[config.mk]
export PLATFORM = sky130hd
export DESIGN_NAME = clock_divider_ctrl_flat
export DESIGN_NICKNAME = d
export VERILOG_FILES = /design/src/rtl/clock_divider_ctrl_pkg.sv /design/src/rtl/clock_divider_ctrl_if.sv /design/src/rtl/clock_div_counter.sv /design/src/rtl/clock_divider_ctrl.sv /design/src/flat_wrapper.sv
export SDC_FILE = /design/constraint.sdc
export NUM_CORES = 1
export LEC_CHECK = 0
export ABC_AREA = 1
export BUFFER_PORTS_ARGS = -buffer_cell sky130_fd_sc_hd__buf_2
export CELL_PAD_IN_SITES_DETAIL_PLACEMENT = 1
export CELL_PAD_IN_SITES_GLOBAL_PLACEMENT = 1
export CORE_ASPECT_RATIO = 1.25
export CORE_MARGIN = 2
export CORE_UTILIZATION = 38
export CTS_CLUSTER_SIZE = 12
export DETAILED_ROUTE_END_ITERATION = 10
export GPL_TIMING_DRIVEN = 0
export PLACE_DENSITY_LB_ADDON = 0.15
export SLEW_MARGIN = 0
export SYNTH_ARGS = -nofsm -noshare
export SYNTH_HDL_FRONTEND = slang
export SYNTH_SLANG_ARGS = --single-unit
[constraint.sdc]
create_clock -name clk -period 1.6 [get_ports clk]
set_input_delay 0.24 -clock clk [delete_from_list [all_inputs] [get_ports clk]]
set_output_delay 0.24 -clock clk [all_outputs]
set_load 0.01 [all_outputs]
[src/rtl/clock_divider_ctrl_pkg.sv]
// Shared types and constants for the programmable clock-divide controller.
//   state_t       : controller state (IDLE / RUN / STOPPING)
//   DEFAULT_WIDTH : default width of the divide ratio and counter
//   DIV_ZERO      : the one illegal ratio value, rejected by the config port
package clock_divider_ctrl_pkg;

    typedef enum logic [1:0] {
        IDLE     = 2'd0,
        RUN      = 2'd1,
        STOPPING = 2'd2
    } state_t;

    localparam int DEFAULT_WIDTH = 8;
    localparam int DIV_ZERO      = 0;

endpackage

[src/rtl/clock_divider_ctrl_if.sv]
// Configuration handshake bundle for clock_divider_ctrl.
//   cfg_valid : new half-period ratio offered      (master -> slave)
//   cfg_div   : requested half-period in clk cycles (master -> slave)
//   cfg_ready : controller can accept a ratio       (slave -> master)
//   cfg_err   : one-cycle pulse, zero ratio rejected (slave -> master)
interface clock_divider_ctrl_if
    import clock_divider_ctrl_pkg::*;
#(
    parameter int WIDTH = DEFAULT_WIDTH
);
    logic             cfg_valid;
    logic [WIDTH-1:0] cfg_div;
    logic             cfg_ready;
    logic             cfg_err;

    modport master (
        output cfg_valid,
        output cfg_div,
        input  cfg_ready,
        input  cfg_err
    );

    modport slave (
        input  cfg_valid,
        input  cfg_div,
        output cfg_ready,
        output cfg_err
    );
endinterface

[src/rtl/clock_div_counter.sv]
// Loadable down-counter with a zero flag; holds the remaining cycles of the
// current clk_out phase.
//   clk, rst_n : clock, asynchronous active-low reset (count clears to 0)
//   load       : load load_value (has priority over dec)
//   load_value : value to load
//   dec        : decrement by one
//   zero       : count is zero
module clock_div_counter
    import clock_divider_ctrl_pkg::*;
#(
    parameter int WIDTH = DEFAULT_WIDTH
) (
    input  logic             clk,
    input  logic             rst_n,
    input  logic             load,
    input  logic [WIDTH-1:0] load_value,
    input  logic             dec,
    output logic             zero
);

    logic [WIDTH-1:0] count_q;

    always_ff @(posedge clk or negedge rst_n) begin
        if (!rst_n) begin
            count_q <= '0;
        end else if (load) begin
            count_q <= load_value;
        end else if (dec) begin
            count_q <= count_q - WIDTH'(1);
        end
    end

    assign zero = (count_q == '0);

endmodule

[src/rtl/clock_divider_ctrl.sv]
// Runtime-programmable 50%-duty clock divider with glitch-free start/stop.
// Half-period ratio changes are deferred to the next rising edge of clk_out so
// every full period uses a single ratio.
//   clk, rst_n  : system clock, asynchronous active-low reset
//   en          : 1 = run divided clock, 0 = stop after the current low phase
//   cfg         : ratio handshake (slave side of clock_divider_ctrl_if)
//   clk_out     : divided clock, registered
//   rise_tick   : high in the cycle clk_out has just risen
//   fall_tick   : high in the cycle clk_out has just fallen
//   running     : 1 in RUN or STOPPING
//   active_div  : half-period ratio currently in use
module clock_divider_ctrl
    import clock_divider_ctrl_pkg::*;
#(
    parameter int WIDTH       = DEFAULT_WIDTH,
    parameter int DEFAULT_DIV = 2
) (
    input  logic                clk,
    input  logic                rst_n,
    input  logic                en,
    clock_divider_ctrl_if.slave cfg,
    output logic                clk_out,
    output logic                rise_tick,
    output logic                fall_tick,
    output logic                running,
    output logic [WIDTH-1:0]    active_div
);

    state_t           state_q, state_d;
    logic             clk_out_q, clk_out_d;
    logic             rise_q, rise_d;
    logic             fall_q, fall_d;
    logic             running_q, running_d;
    logic             ready_q, ready_d;
    logic             err_q, err_d;
    logic [WIDTH-1:0] active_q, active_d;
    logic [WIDTH-1:0] pend_q, pend_d;
    logic             pend_vld_q, pend_vld_d;

    logic             accept;
    logic             div_zero;
    logic             take;
    logic             cnt_load;
    logic [WIDTH-1:0] cnt_value;
    logic             cnt_dec;
    logic             cnt_zero;

    clock_div_counter #(.WIDTH(WIDTH)) u_counter (
        .clk        (clk),
        .rst_n      (rst_n),
        .load       (cnt_load),
        .load_value (cnt_value),
        .dec        (cnt_dec),
        .zero       (cnt_zero)
    );

    assign accept   = cfg.cfg_valid && ready_q;
    assign div_zero = (cfg.cfg_div == WIDTH'(DIV_ZERO));
    assign take     = accept && !div_zero;

    always_ff @(posedge clk or negedge rst_n) begin
        if (!rst_n) begin
            state_q    <= IDLE;
            clk_out_q  <= 1'b0;
            rise_q     <= 1'b0;
            fall_q     <= 1'b0;
            running_q  <= 1'b0;
            ready_q    <= 1'b1;
            err_q      <= 1'b0;
            active_q   <= WIDTH'(DEFAULT_DIV);
            pend_q     <= '0;
            pend_vld_q <= 1'b0;
        end else begin
            state_q    <= state_d;
            clk_out_q  <= clk_out_d;
            rise_q     <= rise_d;
            fall_q     <= fall_d;
            running_q  <= running_d;
            ready_q    <= ready_d;
            err_q      <= err_d;
            active_q   <= active_d;
            pend_q     <= pend_d;
            pend_vld_q <= pend_vld_d;
        end
    end

    always_comb begin
        state_d    = state_q;
        clk_out_d  = clk_out_q;
        rise_d     = 1'b0;
        fall_d     = 1'b0;
        running_d  = running_q;
        ready_d    = ready_q;
        err_d      = accept && div_zero;
        active_d   = active_q;
        pend_d     = pend_q;
        pend_vld_d = pend_vld_q;
        cnt_load   = 1'b0;
        cnt_value  = active_q - WIDTH'(1);
        cnt_dec    = 1'b0;

        unique case (state_q)
            IDLE: begin
                clk_out_d = 1'b0;
                if (take) begin
                    active_d = cfg.cfg_div;
                end
                if (en) begin
                    // A ratio accepted on the start edge governs the first high phase.
                    state_d   = RUN;
                    running_d = 1'b1;
                    clk_out_d = 1'b1;
                    rise_d    = 1'b1;
                    cnt_load  = 1'b1;
                    cnt_value = take ? (cfg.cfg_div - WIDTH'(1)) : (active_q - WIDTH'(1));
                end
            end

            RUN, STOPPING: begin
                if (state_q == RUN && !en) begin
                    state_d = STOPPING;
                end else if (state_q == STOPPING && en) begin
                    state_d = RUN;
                end

                // cfg_ready is low while a ratio is pending, so this never overwrites one.
                if (take) begin
                    pend_d     = cfg.cfg_div;
                    pend_vld_d = 1'b1;
                    ready_d    = 1'b0;
                end

                if (!cnt_zero) begin
                    cnt_dec = 1'b1;
                end else if (clk_out_q) begin
                    clk_out_d = 1'b0;
                    fall_d    = 1'b1;
                    cnt_load  = 1'b1;
                end else if (state_q == STOPPING && !en) begin
                    // Stop in place of the rise: clk_out is already low, so no runt pulse.
                    state_d   = IDLE;
                    running_d = 1'b0;
                    if (take) begin
                        active_d   = cfg.cfg_div;
                        pend_vld_d = 1'b0;
                        ready_d    = 1'b1;
                    end else if (pend_vld_q) begin
                        active_d   = pend_q;
                        pend_vld_d = 1'b0;
                        ready_d    = 1'b1;
                    end
                end else begin
                    clk_out_d = 1'b1;
                    rise_d    = 1'b1;
                    cnt_load  = 1'b1;
                    if (pend_vld_q) begin
                        active_d   = pend_q;
                        cnt_value  = pend_q - WIDTH'(1);
                        pend_vld_d = 1'b0;
                        ready_d    = 1'b1;
                    end
                end
            end

            default: begin
                state_d   = IDLE;
                running_d = 1'b0;
                clk_out_d = 1'b0;
            end
        endcase
    end

    assign clk_out       = clk_out_q;
    assign rise_tick     = rise_q;
    assign fall_tick     = fall_q;
    assign running       = running_q;
    assign active_div    = active_q;
    assign cfg.cfg_ready = ready_q;
    assign cfg.cfg_err   = err_q;

endmodule

[src/flat_wrapper.sv]
// flat-port wrapper written by rule: the top's interface ports become plain ports
module clock_divider_ctrl_flat import clock_divider_ctrl_pkg::*;
#(
    parameter int WIDTH       = DEFAULT_WIDTH,
    parameter int DEFAULT_DIV = 2
)
  (clk, rst_n, en, clk_out, rise_tick, fall_tick, running, active_div, cfg_cfg_valid, cfg_cfg_div, cfg_cfg_ready, cfg_cfg_err);
  clock_divider_ctrl_if #(.WIDTH(WIDTH)) cfg_i ();
  input  logic clk;
  input  logic rst_n;
  input  logic en;
  output logic clk_out;
  output logic rise_tick;
  output logic fall_tick;
  output logic running;
  output logic [WIDTH-1:0] active_div;
  input wire logic [$bits(cfg_i.cfg_valid)-1:0] cfg_cfg_valid;
  input wire logic [$bits(cfg_i.cfg_div)-1:0] cfg_cfg_div;
  output wire logic [$bits(cfg_i.cfg_ready)-1:0] cfg_cfg_ready;
  output wire logic [$bits(cfg_i.cfg_err)-1:0] cfg_cfg_err;
  assign cfg_i.cfg_valid = cfg_cfg_valid;
  assign cfg_i.cfg_div = cfg_cfg_div;
  assign cfg_cfg_ready = cfg_i.cfg_ready;
  assign cfg_cfg_err = cfg_i.cfg_err;
  clock_divider_ctrl #(.WIDTH(WIDTH), .DEFAULT_DIV(DEFAULT_DIV)) u_core (.clk(clk), .rst_n(rst_n), .en(en), .cfg(cfg_i), .clk_out(clk_out), .rise_tick(rise_tick), .fall_tick(fall_tick), .running(running), .active_div(active_div));
endmodule
# After elaboration in Yosys (flattened, before gate mapping)
# Cells that the tools add are included.
[op_classes]
n_addsub = 4
n_eq_ne = 7
muxes = 55
reduce_logical = 17
[op_table]
columns = ["operator", "n"]
rows = [
  ["$mux W8", 14],
  ["$pmux W8 S2", 2],
  ["$sub A8 B1 Y8 const B", 4],
  ["$mux W1", 28],
  ["$logic_not A8 Y1", 2],
  ["$mux W2", 6],
  ["$pmux W1 S2", 4],
  ["$reduce_and A4 Y1", 2],
  ["$logic_and A1 B1 Y1", 6],
  ["$ne A2 B1 Y1 const B", 3],
  ["$ne A2 B2 Y1 const B", 2],
  ["$pmux W2 S2", 1],
  ["$reduce_bool A2 Y1", 2],
  ["$eq A2 B1 Y1 const B", 1],
  ["$eq A2 B2 Y1 const B", 1],
  ["$logic_not A1 Y1", 2],
  ["$logic_not A2 Y1", 1],
  ["$reduce_and A2 Y1", 1],
  ["$reduce_or A2 Y1", 1],
]
[word_totals]
regBits = 33
inputBits = 12
output_inout_bits = 14
wordCells = 94

# Depth between registers and ports, before layout
[depth]
word_depth = 9
depth_mapped = 13
mapped_depth_nobuf = 13

# Hierarchy
# From an unflattened synthesis, not the netlist that was laid out.
[hier_totals]
hier_cells = 395
area_unflattened_um2 = 2643.8
[modules_own_cells]
columns = ["mod", "n_inst", "cells_per_inst", "area_per_inst_um2", "seq_area_each_um2"]
rows = [
  ["clock_divider_ctrl", 1, 322, 2103.3, 628.1],
  ["clock_div_counter", 1, 73, 540.5, 200.2],
]

# Worst setup path after synthesis
# Ideal clock, no wire load.
[synth_path]
path_kind = "reg-to-reg"
startpoint = "reg u_core.state_q[0]"
endpoint = "reg u_core.u_counter.count_q[4]"
setup_ns = 0.116
t_arrival_ns = 1.631
required_ns = 1.484
path_slack_ns = -0.148
path_stages_with_launch = 14
path_buffers = 2
period_less_slack_ns = 1.748
cell_sequence = "dfrtp_1 > inv_1 > ha_1 > buf_2 > nand2_1 > nand3_1 > nand2_1 > nor2_8 > buf_6 > nand2_1 > nor2_1 > nand2_1 > nand2_1 > nand2_1"
[synth_via]
elab_chain_len = 7
word_cells_on_any_way = 16
cone_classes = "eq/ne (2); mux (10); reduce/logical (4)"
[synth_rtl]
columns = ["item", "line", "source"]
rows = [
  ["from (decl)", "clock_divider_ctrl.sv:29", "state_t state_q, state_d;"],
  ["from (signal assigned)", "clock_divider_ctrl.sv:74", "state_q <= state_d;"],
  ["$eq A2 B2 Y1", "clock_divider_ctrl.sv:102, clock_divider_ctrl.sv:139", ""],
  ["$logic_and A1 B1 Y1", "clock_divider_ctrl.sv:139", "end else if (state_q == STOPPING && !en) begin"],
  ["$mux W8 or $mux W1 (tied branches)", "clock_divider_ctrl.sv:139", ""],
  ["$mux W8 or $mux W1 (tied branches)", "clock_divider_ctrl.sv:135", "end else if (clk_out_q) begin"],
  ["$mux W8 or $mux W1 (tied branches)", "clock_divider_ctrl.sv:133", "if (!cnt_zero) begin"],
  ["$pmux W8 S2 or $pmux W1 S2 (tied branches)", "clock_divider_ctrl.sv:102", "unique case (state_q)"],
  ["$mux W8 or $reduce_bool A2 Y1 (tied branches)", "n/a", ""],
  ["to (signal assigned)", "clock_div_counter.sv:27", "count_q <= load_value;"],
  ["to (signal assigned)", "clock_div_counter.sv:29", "count_q <= count_q - WIDTH'(1);"],
  ["to (decl)", "clock_div_counter.sv:21", "logic [WIDTH-1:0] count_q;"],
]
# Parallel ways exist; a longest one is shown, timed or not.
# A chain may end at the register's enable or synchronous reset.

# Worst setup path after layout
[layout_path]
startpoint = "reg u_core.state_q[1]"
endpoint = "reg u_core.u_counter.count_q[4]"
# Same word-level chain as after synthesis.

==> results.py <==
metrics = {
    "clock_tree": {
        "cts_tree": "done",
        "clkSinkCount": 33,
        "hold_buffers": 0,
        "cts_root_buffer": "clkbuf_8",
        "insertion_delay_ns": 0.29,
        "clkTransAtPathRegs_ns": 0.08,
        "numCtsBuffers": 5,
        "cts_buffer_depth": 2,
        "htreeDepth": 2,
    },
    "floorplanning": {
        "num_rows": 33,
        "io_pins": 26,
        "core_um2": 6570,
        "die_y_um": 95.9,
        "die_area_um2": 7440,
        "die_w_um": 77.5,
        "initial_utilization_pct": 39.1,
    },
    "place": {
        "place_area_um2": 2840,
        "dp_hpwl_um": 6150,
        "io_buffers": 24,
        "place.detailed.instances": 498,
        "gp_congestion": 0.862,
    },
    "timing": {
        "min_period_ns": 1.82,
        "slew_headroom_pct": 47.1,
        "hold_slack_ns": 0.0200,
        "period_share_pct": 114,
        "tightestPinTransition_ns": 0.793,
        "finalWorstSetupSlack_ns": -0.218,
        "finalSetupViolCount": 17,
        "drv_slew": 0,
        "rsz0062_at_grt": "yes",
        "hold_viol": 0,
        "fmax_mhz": 550,
        "fin_worst_skew_ns": 0.00619,
    },
    "layout": {
        "fillers": 861,
        "layout.nets": 466,
        "regArea_um2": 830,
        "drive_gt1_share_pct": 28.5,
        "n_antenna_cell": 0,
        "design_area_um2": 3430,
        "syn2layout_area_growth_pct": 33.4,
        "finalNonFillerCells": 533,
        "multi_input_area_um2": 1760,
    },
    "yosys": {
        "synth_ff_type": "dfrtp_1",
        "synth_edf_count": 0,
        "ys_types": 28,
        "synth-seq-cells": 33,
        "netlist_area_um2": 2570,
        "syn_nets": 408,
        "ys_top_cells_by_area": "dfrtp_1 (30%), nand2_1 (20%), inv_1 (6.6%), nand3_1 (5.7%), o21ai_0 (5.5%)",
        "synth_async_sr_flop_share_pct": 100,
        "synthCells": 387,
        "ys_seq_area_share_pct": 32.2,
        "synth_top_area_share_pct": 30.2,
        "yosysWarnings": 0,
        "synth_top_area_cell": "dfrtp_1",
        "ys_top_cells_by_count": "nand2_1 (137), inv_1 (45), nor2_1 (37)",
        "syn_area_per_cell_um2": 6.64,
        "yosysMostFrequentCell": "nand2_1",
    },
    "critical_path": {
        "critical_path_class": "reg -> reg",
        "critical_path.startpoint_type": "flip-flop",
        "cp_max_fo": 5,
        "crit_arrival_ns": 2.01,
        "endpoint_kind": "flip-flop",
        "critPathRequiredTime_ns": 1.79,
    },
    "detailed_routing": {
        "wl_per_cell_um": 16.6,
        "drtAntennaViolNets": 0,
        "drc": 0,
        "totalWireLength_um": 8840,
        "drt_pass1_iterations": 4,
        "vias_per_cell": 5.10,
        "drtIter0Drc": 95,
        "vias": 2718,
    },
    "pwr": {
        "leakagePower_nw": 1.75,
        "power.density_nw_per_um2": 2190,
        "vdd_drop_max_mv": 0.776,
    },
    "grt": {
        "grt_overflow": 0,
        "antenna_found_initial": 0,
        "grt_pass1_wl_um": 14000,
        "grt_max_degree": 34,
        "grt_pass1_vias": 2782,
        "grtUsageTotal_pct": 24.6,
    },
    "flow_run": {
        "cap_violations": 0,
    },
    "outcome": {
        "outcome": "complete, but fails checks",
        "failed_checks": "setup timing",
    },
    "worst_hold_path": {
        "hp-class": "in -> async",
    },
}
==> flip-flops by register name, indices dropped and copies added (netlist names) <==
register / count
u_core.active_div: 8
u_core.cfg.cfg_err: 1
u_core.cfg.cfg_ready: 1
u_core.clk_out: 1
u_core.fall_tick: 1
u_core.pend_q: 8
u_core.pend_vld_q: 1
u_core.rise_tick: 1
u_core.running: 1
u_core.state_q: 2
u_core.u_counter.count_q: 8
==> cells in the final DEF (no fill, tap or decap), types with 2 or more instances in the layout <==
| master | netlist | routed |
|---|---|---|
| nand2_1 | 137 | 119 |
| ha_4 | 0 | 3 |
| nand2_2 | 3 | 8 |
| o22ai_1 | 2 | 2 |
| a21oi_1 | 8 | 5 |
| inv_1 | 45 | 39 |
| buf_4 | 2 | 23 |
| dfstp_2 | 2 | 2 |
| a21oi_2 | 0 | 3 |
| buf_12 | 0 | 2 |
| nor2_2 | 5 | 4 |
| inv_2 | 3 | 7 |
| nor2_4 | 3 | 11 |
| nand4_1 | 4 | 4 |
| ha_1 | 9 | 6 |
| xor2_1 | 13 | 13 |
| o211ai_1 | 8 | 8 |
| xnor2_1 | 4 | 4 |
| buf_2 | 3 | 24 |
| buf_6 | 2 | 6 |
| clkbuf_8 | 0 | 7 |
| nor3_1 | 2 | 2 |
| buf_8 | 0 | 2 |
| nor2_8 | 2 | 2 |
| nand3_1 | 29 | 25 |
| nand2_4 | 1 | 13 |
| nand3_2 | 0 | 3 |
| nor2_1 | 37 | 31 |
| o21ai_1 | 0 | 5 |
| o21ai_0 | 28 | 22 |
| dfrtp_1 | 31 | 30 |
==> final timing paths <==
kind,from,end,slack (ns),depth (start not counted)
worst max-delay path,u_core.state_q[1],u_core.u_counter.count_q[4],-0.22,13
worst min-delay path,rst_n,u_core.state_q[1],0.02,1
worst max register to register,u_core.state_q[1],u_core.u_counter.count_q[4],-0.22,13
worst min register to register,u_core.active_div[1],u_core.active_div[1],0.49,2
max in group asynchronous,rst_n,u_core.state_q[1],1.04,1
min in group clk,cfg_cfg_div[1],u_core.pend_q[1],0.18,3
==> power breakdown <==
part           total (W)  internal (W)  switching [W]
Clock           0.000733      0.000390       0.000343
Combinational    0.00531       0.00229        0.00302
Sequential       0.00145       0.00113       0.000318
==> stage by stage <==
stage | power, W | setup TNS, ns | utilization, % | setup slack, ns
CTS | 0.00679 | -1.16 | 49.4 | -0.178
global route | 0.00807 | -3.71 | 52.2 | -0.322
global placement | 0.00504 | -6.17 | 43.2 | -0.384
floorplan | 0.00420 | -0.0628 | - | -0.0157
finish | 0.00749 | -1.77 | 52.2 | -0.218
detailed placement | 0.00516 | -7.30 | 43.2 | -0.424
==> routing by layer <==
metal	track usage, %	routed length [um]	vias up
li1	-	-	1341
met1	27.8	3750	1339
met2	48.8	4830	30
met3	2.53	145	8
met4	6.99	119	0
met5	0	0	-
==> timing repair <==
item / CTS / global route
setup endpoints to repair: 29 / 28
gates cloned: 2 / 1
pin swaps: 25 / 18
gates resized for setup: 46 / 30
setup buffers: 17 / 9
==> worst max-delay path, stage by stage, from the launching register on <==
cell	delay (ns)
dfrtp_2	0.44
inv_2	0.09
ha_4	0.21
buf_8	0.13
nand2_4	0.07
nand3_4	0.07
nand2_4	0.09
nor2_8	0.04
buf_6	0.12
nor2_4	0.13
buf_6	0.15
a21oi_2	0.04
nand2_1	0.07
nand2_1	0.05
==> cell type report <==
| cell class | count | share of cell area [%] |
|---|---|---|
| clock inverters | 1 | 0.146 |
| multi-input cells | 299 | 51.5 |
| well taps | 87 | 3.18 |
| flip-flops and latches | 33 | 24.2 |
| plain buffers | 7 | 2.19 |
| clock buffers | 7 | 2.81 |
| inverters | 48 | 5.48 |
| repair buffers | 51 | 10.5 |
==> kinds of logic (layout without fill, tap and decap cells) <==
| logic type | after synthesis | in the layout | synth area share [%] |
|---|---|---|---|
| AOI/OAI and AO/OA | 48 | 48 | 10.4 |
| xor gates and xnor gates | 17 | 17 | 5.80 |
| adders and majority gates | 9 | 9 | 4.38 |
| buffers and inverters | 56 | 114 | 9.21 |
| DFF | 33 | 33 | 32.2 |
| and+or+nand+nor | 224 | 225 | 38.0 |
No activity file was read; power rests on OpenSTA's default activity.
